File: src/rtl/alu_pkg.sv
// ============================================================================
// Module      : alu_pkg
// Description : Opcodes, FSM state encodings and iterative-engine modes
//               shared by the sequential ALU.
// Revision    : 1.0
// ============================================================================
`default_nettype none

package alu_pkg;

    localparam logic [3:0] ALU_AND   = 4'b0000;
    localparam logic [3:0] ALU_OR    = 4'b0001;
    localparam logic [3:0] ALU_NOR   = 4'b0010;
    localparam logic [3:0] ALU_ADD   = 4'b0011;
    localparam logic [3:0] ALU_SUB   = 4'b0100;
    localparam logic [3:0] ALU_SLT   = 4'b0101;
    localparam logic [3:0] ALU_SLL   = 4'b0110;
    localparam logic [3:0] ALU_SRL   = 4'b0111;
    localparam logic [3:0] ALU_MULTU = 4'b1000;
    localparam logic [3:0] ALU_DIVU  = 4'b1001;

    typedef enum logic [1:0] {
        ST_IDLE = 2'd0,
        ST_MUL  = 2'd1,
        ST_DIV  = 2'd2,
        ST_DONE = 2'd3
    } alu_state_e;

    typedef enum logic {
        MODE_MUL = 1'b0,
        MODE_DIV = 1'b1
    } iter_mode_e;

endpackage

`default_nettype wire

File: src/rtl/alu_seq_iter.sv
// ============================================================================
// Module      : alu_seq_iter
// Description : Shared WIDTH-step engine: shift-add unsigned multiply and
//               restoring unsigned divide over one 2*WIDTH accumulator.
// Revision    : 1.0
// ============================================================================
`default_nettype none

module alu_seq_iter
    import alu_pkg::*;
#(
    parameter int WIDTH = 32
) (
    input  logic             clk,
    input  logic             reset_n,
    input  logic             start,
    input  iter_mode_e       mode,
    input  logic [WIDTH-1:0] a,
    input  logic [WIDTH-1:0] b,
    output logic             finish,
    output logic [WIDTH-1:0] hi,
    output logic [WIDTH-1:0] lo
);

    localparam int CW = $clog2(WIDTH);

    logic [2*WIDTH-1:0] r_acc;
    logic [WIDTH-1:0]   r_opb;
    logic [CW-1:0]      r_cnt;
    iter_mode_e         r_mode;
    logic               r_active;

    logic [WIDTH:0]     w_mul_sum;
    logic [2*WIDTH-1:0] w_mul_next;
    logic [WIDTH:0]     w_rem_sh;
    logic [WIDTH:0]     w_trial;
    logic               w_fits;
    logic [2*WIDTH-1:0] w_div_next;
    logic [2*WIDTH-1:0] w_acc_next;

    // Multiply: acc = {partial product, remaining multiplier bits}.
    assign w_mul_sum  = {1'b0, r_acc[2*WIDTH-1:WIDTH]}
                      + {1'b0, (r_acc[0] ? r_opb : {WIDTH{1'b0}})};
    assign w_mul_next = {w_mul_sum, r_acc[WIDTH-1:1]};

    // Divide: acc = {remainder, dividend bits / quotient bits}. The shifted
    // remainder needs WIDTH+1 bits; bit WIDTH of the trial is the borrow.
    assign w_rem_sh   = {r_acc[2*WIDTH-1:WIDTH], r_acc[WIDTH-1]};
    assign w_trial    = w_rem_sh - {1'b0, r_opb};
    assign w_fits     = ~w_trial[WIDTH];
    assign w_div_next = {(w_fits ? w_trial[WIDTH-1:0] : w_rem_sh[WIDTH-1:0]),
                         r_acc[WIDTH-2:0], w_fits};

    assign w_acc_next = (r_mode == MODE_DIV) ? w_div_next : w_mul_next;

    // Results are presented combinationally on the last step so the caller
    // can register them on the same edge the engine goes idle.
    assign finish = r_active && (r_cnt == CW'(WIDTH - 1));
    assign hi     = w_acc_next[2*WIDTH-1:WIDTH];
    assign lo     = w_acc_next[WIDTH-1:0];

    always_ff @(posedge clk) begin
        if (!reset_n) begin
            r_acc    <= '0;
            r_opb    <= '0;
            r_cnt    <= '0;
            r_mode   <= MODE_MUL;
            r_active <= 1'b0;
        end else if (start) begin
            r_acc    <= {{WIDTH{1'b0}}, a};
            r_opb    <= b;
            r_cnt    <= '0;
            r_mode   <= mode;
            r_active <= 1'b1;
        end else if (r_active) begin
            r_acc <= w_acc_next;
            r_cnt <= r_cnt + 1'b1;
            if (finish) begin
                r_active <= 1'b0;
            end
        end
    end

endmodule

`default_nettype wire

File: src/rtl/alu_seq.sv
// ============================================================================
// Module      : alu_seq
// Description : Multi-cycle execute-stage ALU with start/busy/done handshake,
//               single-cycle logic/arith/shift ops and iterative MULTU/DIVU.
// Revision    : 1.0
// ============================================================================
`default_nettype none

module alu_seq
    import alu_pkg::*;
#(
    parameter int WIDTH = 32,
    parameter int SHW   = $clog2(WIDTH)
) (
    input  logic             clk,
    input  logic             reset_n,
    input  logic             start_i,
    input  logic [3:0]       alu_operation_i,
    input  logic [WIDTH-1:0] a_i,
    input  logic [WIDTH-1:0] b_i,
    output logic             busy_o,
    output logic             done_o,
    output logic [WIDTH-1:0] alu_data_o,
    output logic [WIDTH-1:0] hi_o,
    output logic             zero_o,
    output logic             overflow_o,
    output logic             div_zero_o
);

    alu_state_e       r_state;
    alu_state_e       w_state_next;

    logic [WIDTH-1:0] r_data;
    logic [WIDTH-1:0] r_hi;
    logic             r_zero;
    logic             r_ovf;
    logic             r_dz;

    logic             w_iter_start;
    iter_mode_e       w_iter_mode;
    logic             w_iter_finish;
    logic [WIDTH-1:0] w_iter_hi;
    logic [WIDTH-1:0] w_iter_lo;
    logic             w_sc_load;
    logic             w_iter_load;

    logic [WIDTH-1:0] w_sum;
    logic [WIDTH-1:0] w_diff;
    logic [SHW-1:0]   w_shamt;
    logic [WIDTH-1:0] w_sc_data;
    logic [WIDTH-1:0] w_sc_hi;
    logic             w_sc_ovf;
    logic             w_sc_dz;

    assign w_sum   = a_i + b_i;
    assign w_diff  = a_i - b_i;
    assign w_shamt = b_i[SHW-1:0];

    // Single-cycle result; DIVU only reaches this path when b_i is zero.
    always_comb begin
        w_sc_data = '0;
        w_sc_hi   = '0;
        w_sc_ovf  = 1'b0;
        w_sc_dz   = 1'b0;
        case (alu_operation_i)
            ALU_AND: w_sc_data = a_i & b_i;
            ALU_OR:  w_sc_data = a_i | b_i;
            ALU_NOR: w_sc_data = ~(a_i | b_i);
            ALU_ADD: begin
                w_sc_data = w_sum;
                w_sc_ovf  = (a_i[WIDTH-1] == b_i[WIDTH-1]) &&
                            (w_sum[WIDTH-1] != a_i[WIDTH-1]);
            end
            ALU_SUB: begin
                w_sc_data = w_diff;
                w_sc_ovf  = (a_i[WIDTH-1] != b_i[WIDTH-1]) &&
                            (w_diff[WIDTH-1] != a_i[WIDTH-1]);
            end
            ALU_SLT: w_sc_data = {{(WIDTH-1){1'b0}}, ($signed(a_i) < $signed(b_i))};
            ALU_SLL: w_sc_data = a_i << w_shamt;
            ALU_SRL: w_sc_data = a_i >> w_shamt;
            ALU_DIVU: begin
                w_sc_data = '1;
                w_sc_hi   = a_i;
                w_sc_dz   = 1'b1;
            end
            default: begin
                w_sc_data = '0;
            end
        endcase
    end

    always_ff @(posedge clk) begin
        if (!reset_n) begin
            r_state <= ST_IDLE;
        end else begin
            r_state <= w_state_next;
        end
    end

    always_comb begin
        w_state_next = r_state;
        w_iter_start = 1'b0;
        w_iter_mode  = MODE_MUL;
        w_sc_load    = 1'b0;
        w_iter_load  = 1'b0;
        case (r_state)
            ST_IDLE: begin
                if (start_i) begin
                    if (alu_operation_i == ALU_MULTU) begin
                        w_iter_start = 1'b1;
                        w_iter_mode  = MODE_MUL;
                        w_state_next = ST_MUL;
                    end else if ((alu_operation_i == ALU_DIVU) && (b_i != '0)) begin
                        w_iter_start = 1'b1;
                        w_iter_mode  = MODE_DIV;
                        w_state_next = ST_DIV;
                    end else begin
                        w_sc_load    = 1'b1;
                        w_state_next = ST_DONE;
                    end
                end
            end
            ST_MUL, ST_DIV: begin
                if (w_iter_finish) begin
                    w_iter_load  = 1'b1;
                    w_state_next = ST_DONE;
                end
            end
            ST_DONE: begin
                w_state_next = ST_IDLE;
            end
            default: begin
                w_state_next = ST_IDLE;
            end
        endcase
    end

    always_ff @(posedge clk) begin
        if (!reset_n) begin
            r_data <= '0;
            r_hi   <= '0;
            r_zero <= 1'b0;
            r_ovf  <= 1'b0;
            r_dz   <= 1'b0;
        end else if (w_sc_load) begin
            r_data <= w_sc_data;
            r_hi   <= w_sc_hi;
            r_zero <= (w_sc_data == '0);
            r_ovf  <= w_sc_ovf;
            r_dz   <= w_sc_dz;
        end else if (w_iter_load) begin
            r_data <= w_iter_lo;
            r_hi   <= w_iter_hi;
            r_zero <= (w_iter_lo == '0);
            r_ovf  <= 1'b0;
            r_dz   <= 1'b0;
        end
    end

    alu_seq_iter #(
        .WIDTH (WIDTH)
    ) u_iter (
        .clk     (clk),
        .reset_n (reset_n),
        .start   (w_iter_start),
        .mode    (w_iter_mode),
        .a       (a_i),
        .b       (b_i),
        .finish  (w_iter_finish),
        .hi      (w_iter_hi),
        .lo      (w_iter_lo)
    );

    assign busy_o     = (r_state == ST_MUL) || (r_state == ST_DIV);
    assign done_o     = (r_state == ST_DONE);
    assign alu_data_o = r_data;
    assign hi_o       = r_hi;
    assign zero_o     = r_zero;
    assign overflow_o = r_ovf;
    assign div_zero_o = r_dz;

endmodule

`default_nettype wire

File: config.mk
export PLATFORM = sky130hd
export DESIGN_NAME = alu_seq
export DESIGN_NICKNAME = d
export VERILOG_FILES = /design/src/rtl/alu_pkg.sv /design/src/rtl/alu_seq_iter.sv /design/src/rtl/alu_seq.sv
export SDC_FILE = /design/constraint.sdc
export NUM_CORES = 1
export LEC_CHECK = 0
export CORE_UTILIZATION = 35
export CTS_BUF_LIST = sky130_fd_sc_hd__clkbuf_8
export CTS_CLUSTER_SIZE = 24
export DETAILED_ROUTE_END_ITERATION = 8
export SLEW_MARGIN = 0
export SYNTH_ARGS = -nofsm -noshare
export SYNTH_HDL_FRONTEND = slang
export SYNTH_HIERARCHICAL = 1
export SYNTH_SLANG_ARGS = --single-unit
export TNS_END_PERCENT = 50
File: constraint.sdc
create_clock -name clk -period 6.3 [get_ports clk]
set_clock_uncertainty 0.15 [all_clocks]
set_input_delay 0.63 -clock clk [delete_from_list [all_inputs] [get_ports clk]]
set_output_delay 0.63 -clock clk [all_outputs]
set_load 0.01 [all_outputs]
Word level (Yosys, flattened, before mapping)
Cells that the tools add are included.

storage, ports and cells
  flip-flop bits (word level) = 172

cells by class
  bitwise gates (word level) = 5
  reductions and logical operators = 15
  magnitude comparators = 1
  shifts and indexed selects = 2
  $add $sub $neg = 5
  muxes and demuxes = 39
  eq/ne operators = 19

operators with widths
  kind                                                                    count
  32-bit two-way mux                                                      9
  32-bit case mux with 9 select lines                                     1
  32-bit logical NOT                                                      2
  64-bit two-way mux                                                      1
  32-bit by 32-bit adder with 33-bit output                               1
  33-bit by 32-bit subtractor with 33-bit output                          1
  32-bit adder                                                            1
  32-bit bitwise AND                                                      1
  32-bit less-than comparator                                             1
  32-bit NOT                                                              1
  32-bit OR                                                               1
  32-bit nonzero test                                                     1
  32-bit by 5-bit left shift with 32-bit output                           1
  32-bit by 5-bit right shift with 32-bit output                          1
  32-bit subtractor                                                       1
  1-bit two-way mux                                                       23
  4-bit by 3-bit equality test with 1-bit output (second input constant)  4
  4-bit by 2-bit equality test with 1-bit output (second input constant)  2
  4-bit equality test (second input constant)                             2
  2-bit two-way mux                                                       3
  2-bit case mux with 3 select lines                                      1
  5-bit by 1-bit adder with 5-bit output (second input constant)          1
  5-bit equality test (second input constant)                             1
  2-bit equality test (second input constant)                             2
  15 further kinds                                                        23

Logic depth before layout (Yosys ltp)
  depth after elaboration = 7
  mapped depth = 19
  mapped depth without buffers = 17

By module
Netlist, hierarchy kept.

modules (own cells, without submodules)
  module        area an instance (µm²)  seq. area each (µm²)  cells each  times used
  alu_seq       13735.7                 1381.3                1922        1
  alu_seq_iter  9270.1                  2062.0                1227        1

Least setup slack after synthesis
OpenSTA, ideal clock, no wires.

  kind = input -> register
  from = input b_i[2]
  to = register r_zero (netlist: zero_o)
  stages on the path = 18
  arrival time = 4.586 ns
  data required time = 6.091 ns
  buffers on the path = 5
  library setup time = 0.059 ns
  path slack = 1.505 ns
  cells stage by stage = buf_4 > buf_2 > inv_1 > buf_2 > buf_1 > ha_1 > buf_6 > or4_4 > a2111oi_4 > o31ai_2 > o21ai_4 > mux2i_1 > a2111oi_4 > and4_1 > nand4_1 > nor4bb_1 > and3_1 > a32o_2

on the way
  longest elaborated chain between the ends = 7

ends and longest elaborated chain
  item                                                       RTL line        RTL
  start, declared                                            alu_seq.sv:20   input logic [WIDTH-1:0] b_i,
  branches (longest 7 deep; another with 32-bit subtractor)  n/a
  end signal, assigned                                       alu_seq.sv:149  r_zero <= (w_sc_data == '0);
  end signal, assigned                                       alu_seq.sv:155  r_zero <= (w_iter_lo == '0);
  end, declared                                              alu_seq.sv:35   logic r_zero;

Parallel ways; which one is timed is not known.
A chain may end at the register's enable or synchronous reset.

Worst setup path after layout
  from = register u_iter.r_acc[31]
  to = register r_zero (netlist: zero_o)

on the way
  longest elaborated chain between the ends = 6

ends and longest elaborated chain
  item                                            RTL line            RTL
  start, declared                                 alu_seq_iter.sv:27  logic [2*WIDTH-1:0] r_acc;
  start signal, assigned                          alu_seq_iter.sv:70  r_acc <= {{WIDTH{1'b0}}, a};
  start signal, assigned                          alu_seq_iter.sv:76  r_acc <= w_acc_next;
  33-bit by 32-bit subtractor with 33-bit output  alu_seq_iter.sv:49  assign w_trial = w_rem_sh - {1'b0, r_opb};
  1-bit NOT                                       alu_seq_iter.sv:50  assign w_fits = ~w_trial[WIDTH];
  64-bit two-way mux                              alu_seq_iter.sv:54  assign w_acc_next = (r_mode == MODE_DIV) ? w_div_next : w_mul_next;
  net w_iter_lo[0]                                alu_seq.sv:43       logic [WIDTH-1:0] w_iter_lo;
  32-bit logical NOT                              alu_seq.sv:155
  1-bit two-way mux                               alu_seq.sv:152      end else if (w_iter_load) begin
  1-bit two-way mux                               alu_seq.sv:146      end else if (w_sc_load) begin

The timed path passes the listed nets, and every way through them passes these cells. The select of a mux whose other input is x is not followed.

==> impl_metrics.py <==
metrics = {
    "layout": {
        "final_area_sq_um": 25700,
        "final_layout_size_suffix_gt1_share_pct": 10.5,
        "area_delta_synth_final_pct": 11.9,
        "fillers": 6943,
        "final_core_util_pct": 39.8,
        "number_of_nets_in_the_finished_design": 3427,
    },
    "clock_network": {
        "cts_htree_levels": 4,
        "tritoncts_clock_tree": "yes",
        "post_cts_resized": 0,
        "max_clock_buf_depth": 2,
        "clk_pin_slew_worst_paths_ps": 100,
        "clock_latency_ps": 620,
        "post-cts-setup-buffers": 0,
        "numClockSinks": 172,
        "cts_root_buf": "clkbuf_8",
        "cts_made_buffers": 17,
        "holdBufCountCts": 0,
    },
    "sta": {
        "final.min_clock_period_ps": 5210,
        "achievable-frequency_mhz": 192,
        "report.final.slew_viol_count": 0,
        "tightest_slew_ps": 1200,
        "setup-violations-final": 0,
        "final.period_utilization_pct": 82.7,
        "max_slew_margin_pct": 19.3,
        "final_report_hold_violation_count": 0,
        "setup_tns_ps": 0,
        "rsz0062_at_grt": "false",
        "worst_hold_slack_ps": 332,
    },
    "global_routing": {
        "first_global_vias": 23500,
        "grt_util_all_layers_pct": 33.8,
        "grt_pass1_wl_um": 168000,
        "grt_max_degree": 86,
        "grt_antenna_before_repair": 5,
        "globalRouteOverflowTotal": 0,
    },
    "critical_path": {
        "end_kind": "flip-flop",
        "worst-setup-path-type": "flip-flop to flip-flop",
        "crit_arrival_ps": 5610,
        "crit_path_start_kind": "flip-flop",
        "critPathMaxFanout": 8,
        "crit_required_ps": 6690,
    },
    "power_and_ir_drop": {
        "cellPowerDensity_nw_per_um2": 187,
        "clock_power_share_pct": 18.7,
        "intPower_mw": 2.52,
        "power.share.sequential_pct": 26.6,
        "comb_power_share_pct": 54.7,
        "sw_frac_of_total_pct": 47.7,
        "switching_power_mw": 2.30,
        "worst_vdd_ir_uv": 155,
        "power.leakage_nw": 10.1,
    },
    "routing": {
        "postRouteWirelength_um": 116000,
        "drt-wirelength-per-cell_um": 28.7,
        "num_vias": 26100,
        "avg_vias_per_cell": 6.46,
        "ant_nets": 0,
        "drt_first_iter_violations": 3617,
        "drt_pass1_iterations": 6,
        "drc": 0,
    },
    "synthesis": {
        "synthesis.area_sq_um": 23000,
        "yosys.cell_count.top_type": "nand2_1",
        "synth.cells.most_frequent": "nand2_1 (403), nor2_1 (296), a21oi_1 (204), ha_1 (178), dfxtp_1 (172)",
        "async_flop_share_pct": 0,
        "synth.net_count": 3402,
        "synth.yosys.seq_area_share_pct": 15.0,
        "synth_ff_type": "dfxtp_1",
        "netlist_top_cells_area": "dfxtp_1 (15%), ha_1 (9.7%), nand2_1 (6.6%)",
        "synth-seq-cells": 172,
        "synthesis.area_per_instance_sq_um": 7.31,
        "yosys_warnings": 6,
        "postSynthCellCount": 3149,
        "synth_top_cell_by_area": "dfxtp_1",
        "synth_edf_count": 0,
        "synth_top_area_share_pct": 15.0,
        "number_of_distinct_library_cells_after_synthesis": 107,
    },
    "floorplan": {
        "rows": 93,
        "chipWidth_um": 258,
        "chipHeight_um": 258,
        "core_area_sq_um": 64700,
        "start_util_pct": 35.6,
        "pin_count": 140,
        "die_area_sq_um": 66800,
    },
    "job": {
        "drv.max_cap_violation_count": 0,
    },
    "placed_design": {
        "gp_congestion": 1.06,
        "hpwl_um": 90000,
        "buffer_ports.inserted": 139,
        "post_dp_cell_area_sq_um": 25300,
    },
    "hold_path": {
        "worstHoldPathType": "flip-flop to flip-flop",
    },
    "status": {
        "outcome": "complete, no violations",
    },
}
-- final timing paths --
kind,endpoint,depth (start not counted),slack (ps),start
max,zero_o,17,1090,u_iter/r_acc[31]
min reg2reg,div_zero_o,2,330,div_zero_o
min,div_zero_o,2,330,div_zero_o
max reg2reg,zero_o,17,1090,u_iter/r_acc[31]
-- per-stage QoR --
| stage | total power [mW] | instances | setup slack [ps] |
|---|---|---|---|
| final | 4.81 | 4045 | 1090 |
| after global placement | 3.85 | 4010 | 955 |
| after CTS | 4.75 | 4042 | 1300 |
| after global routing | 5.02 | 4043 | 1010 |
| after floorplan | 2.89 | 3149 | 1510 |
| after detailed placement | 3.84 | 4010 | 953 |
-- logic make-up (layout without fill, tap and decap cells) --
| family | after synthesis | after routing | synth area share (%) |
|---|---|---|---|
| buf+inv | 402 | 440 | 7.16 |
| mux | 227 | 227 | 13.0 |
| simple gates | 1182 | 1182 | 24.5 |
| xor+xnor | 70 | 70 | 2.66 |
| fa+ha+maj | 182 | 182 | 10.0 |
| other cells | 0 | 3 | 0 |
| compound gates | 914 | 914 | 27.7 |
| flops | 172 | 172 | 15.0 |
-- final cells by class --
cell class | count | area, sq um | area share [%]
clock inverters | 13 | 140 | 0.544
flip-flops and latches | 172 | 3450 | 13.4
well taps | 855 | 1070 | 4.16
repair buffers | 245 | 2240 | 8.71
diodes | 3 | 7.51 | 0.0292
clock buffers | 19 | 262 | 1.02
multi-input cells | 2575 | 18000 | 69.8
inverters | 163 | 612 | 2.38
-- placed cells by master (no fill, tap or decap), drive strengths merged, types with 18 or more instances in the layout --
cell	netlist	routed
a211oi	55	55
a21boi	39	39
a21o	47	47
a21oi	210	210
a221oi	18	18
a311oi	30	30
a31oi	67	67
and2	51	51
and3	44	44
buf	71	111
clkbuf	168	19
clkdlybuf4s50	0	134
dfxtp	172	172
ha	178	178
inv	160	165
mux2	70	70
mux2i	108	108
mux4	49	49
nand2	404	404
nand2b	37	37
nand3	55	55
nand4	30	30
nor2	297	297
nor2b	79	79
nor3	60	60
nor4	29	29
o211ai	32	32
o21a	29	29
o21ai	144	144
o22ai	28	28
o31ai	23	23
or3	44	44
xnor2	44	44
xor2	26	26
-- power groups by stage --
stage                     logic (mW)  registers (mW)  clock network (mW)
after floorplan                 1.60            1.29                   0
after global placement          2.55            1.30                   0
after detailed placement        2.54            1.30                   0
after CTS                       2.55            1.28               0.919
after global routing            2.77            1.29               0.955
final                           2.63            1.28               0.899
-- state kept, by name (all words and copies together) (netlist names) --
signal           count
u_iter/r_opb        32
zero_o               1
u_iter/r_mode        1
u_iter/r_acc        64
r_state              2
u_iter/r_cnt         5
overflow_o           1
hi_o                32
u_iter/r_active      1
div_zero_o           1
alu_data_o          32
-- worst max-delay path, stage by stage (launching register included) --
cell and delay, ps:
dfxtp_1 360, inv_1 170, ha_1 300, fa_1 430
nand2b_1 210, a21oi_1 310, o21a_1 270, a22oi_1 280
o21a_1 300, a21oi_2 540, nor3_1 270, a21o_1 350
nor4_1 390, nand4_1 230, nor3_1 240, a21oi_1 60
nor2_1 140, a32o_2 130
-- layer usage --
| layer | wire (um) | track usage, % | part of all wire (%) |
|---|---|---|---|
| met1 | 50700 | 48.0 | 44 |
| met2 | 48500 | 50.2 | 42 |
| met3 | 12000 | 6.95 | 10 |
| met4 | 4720 | 11.8 | 4.1 |
| met5 | 19 | 0 | 0.016 |
No activity file was read; power rests on OpenSTA's default activity.
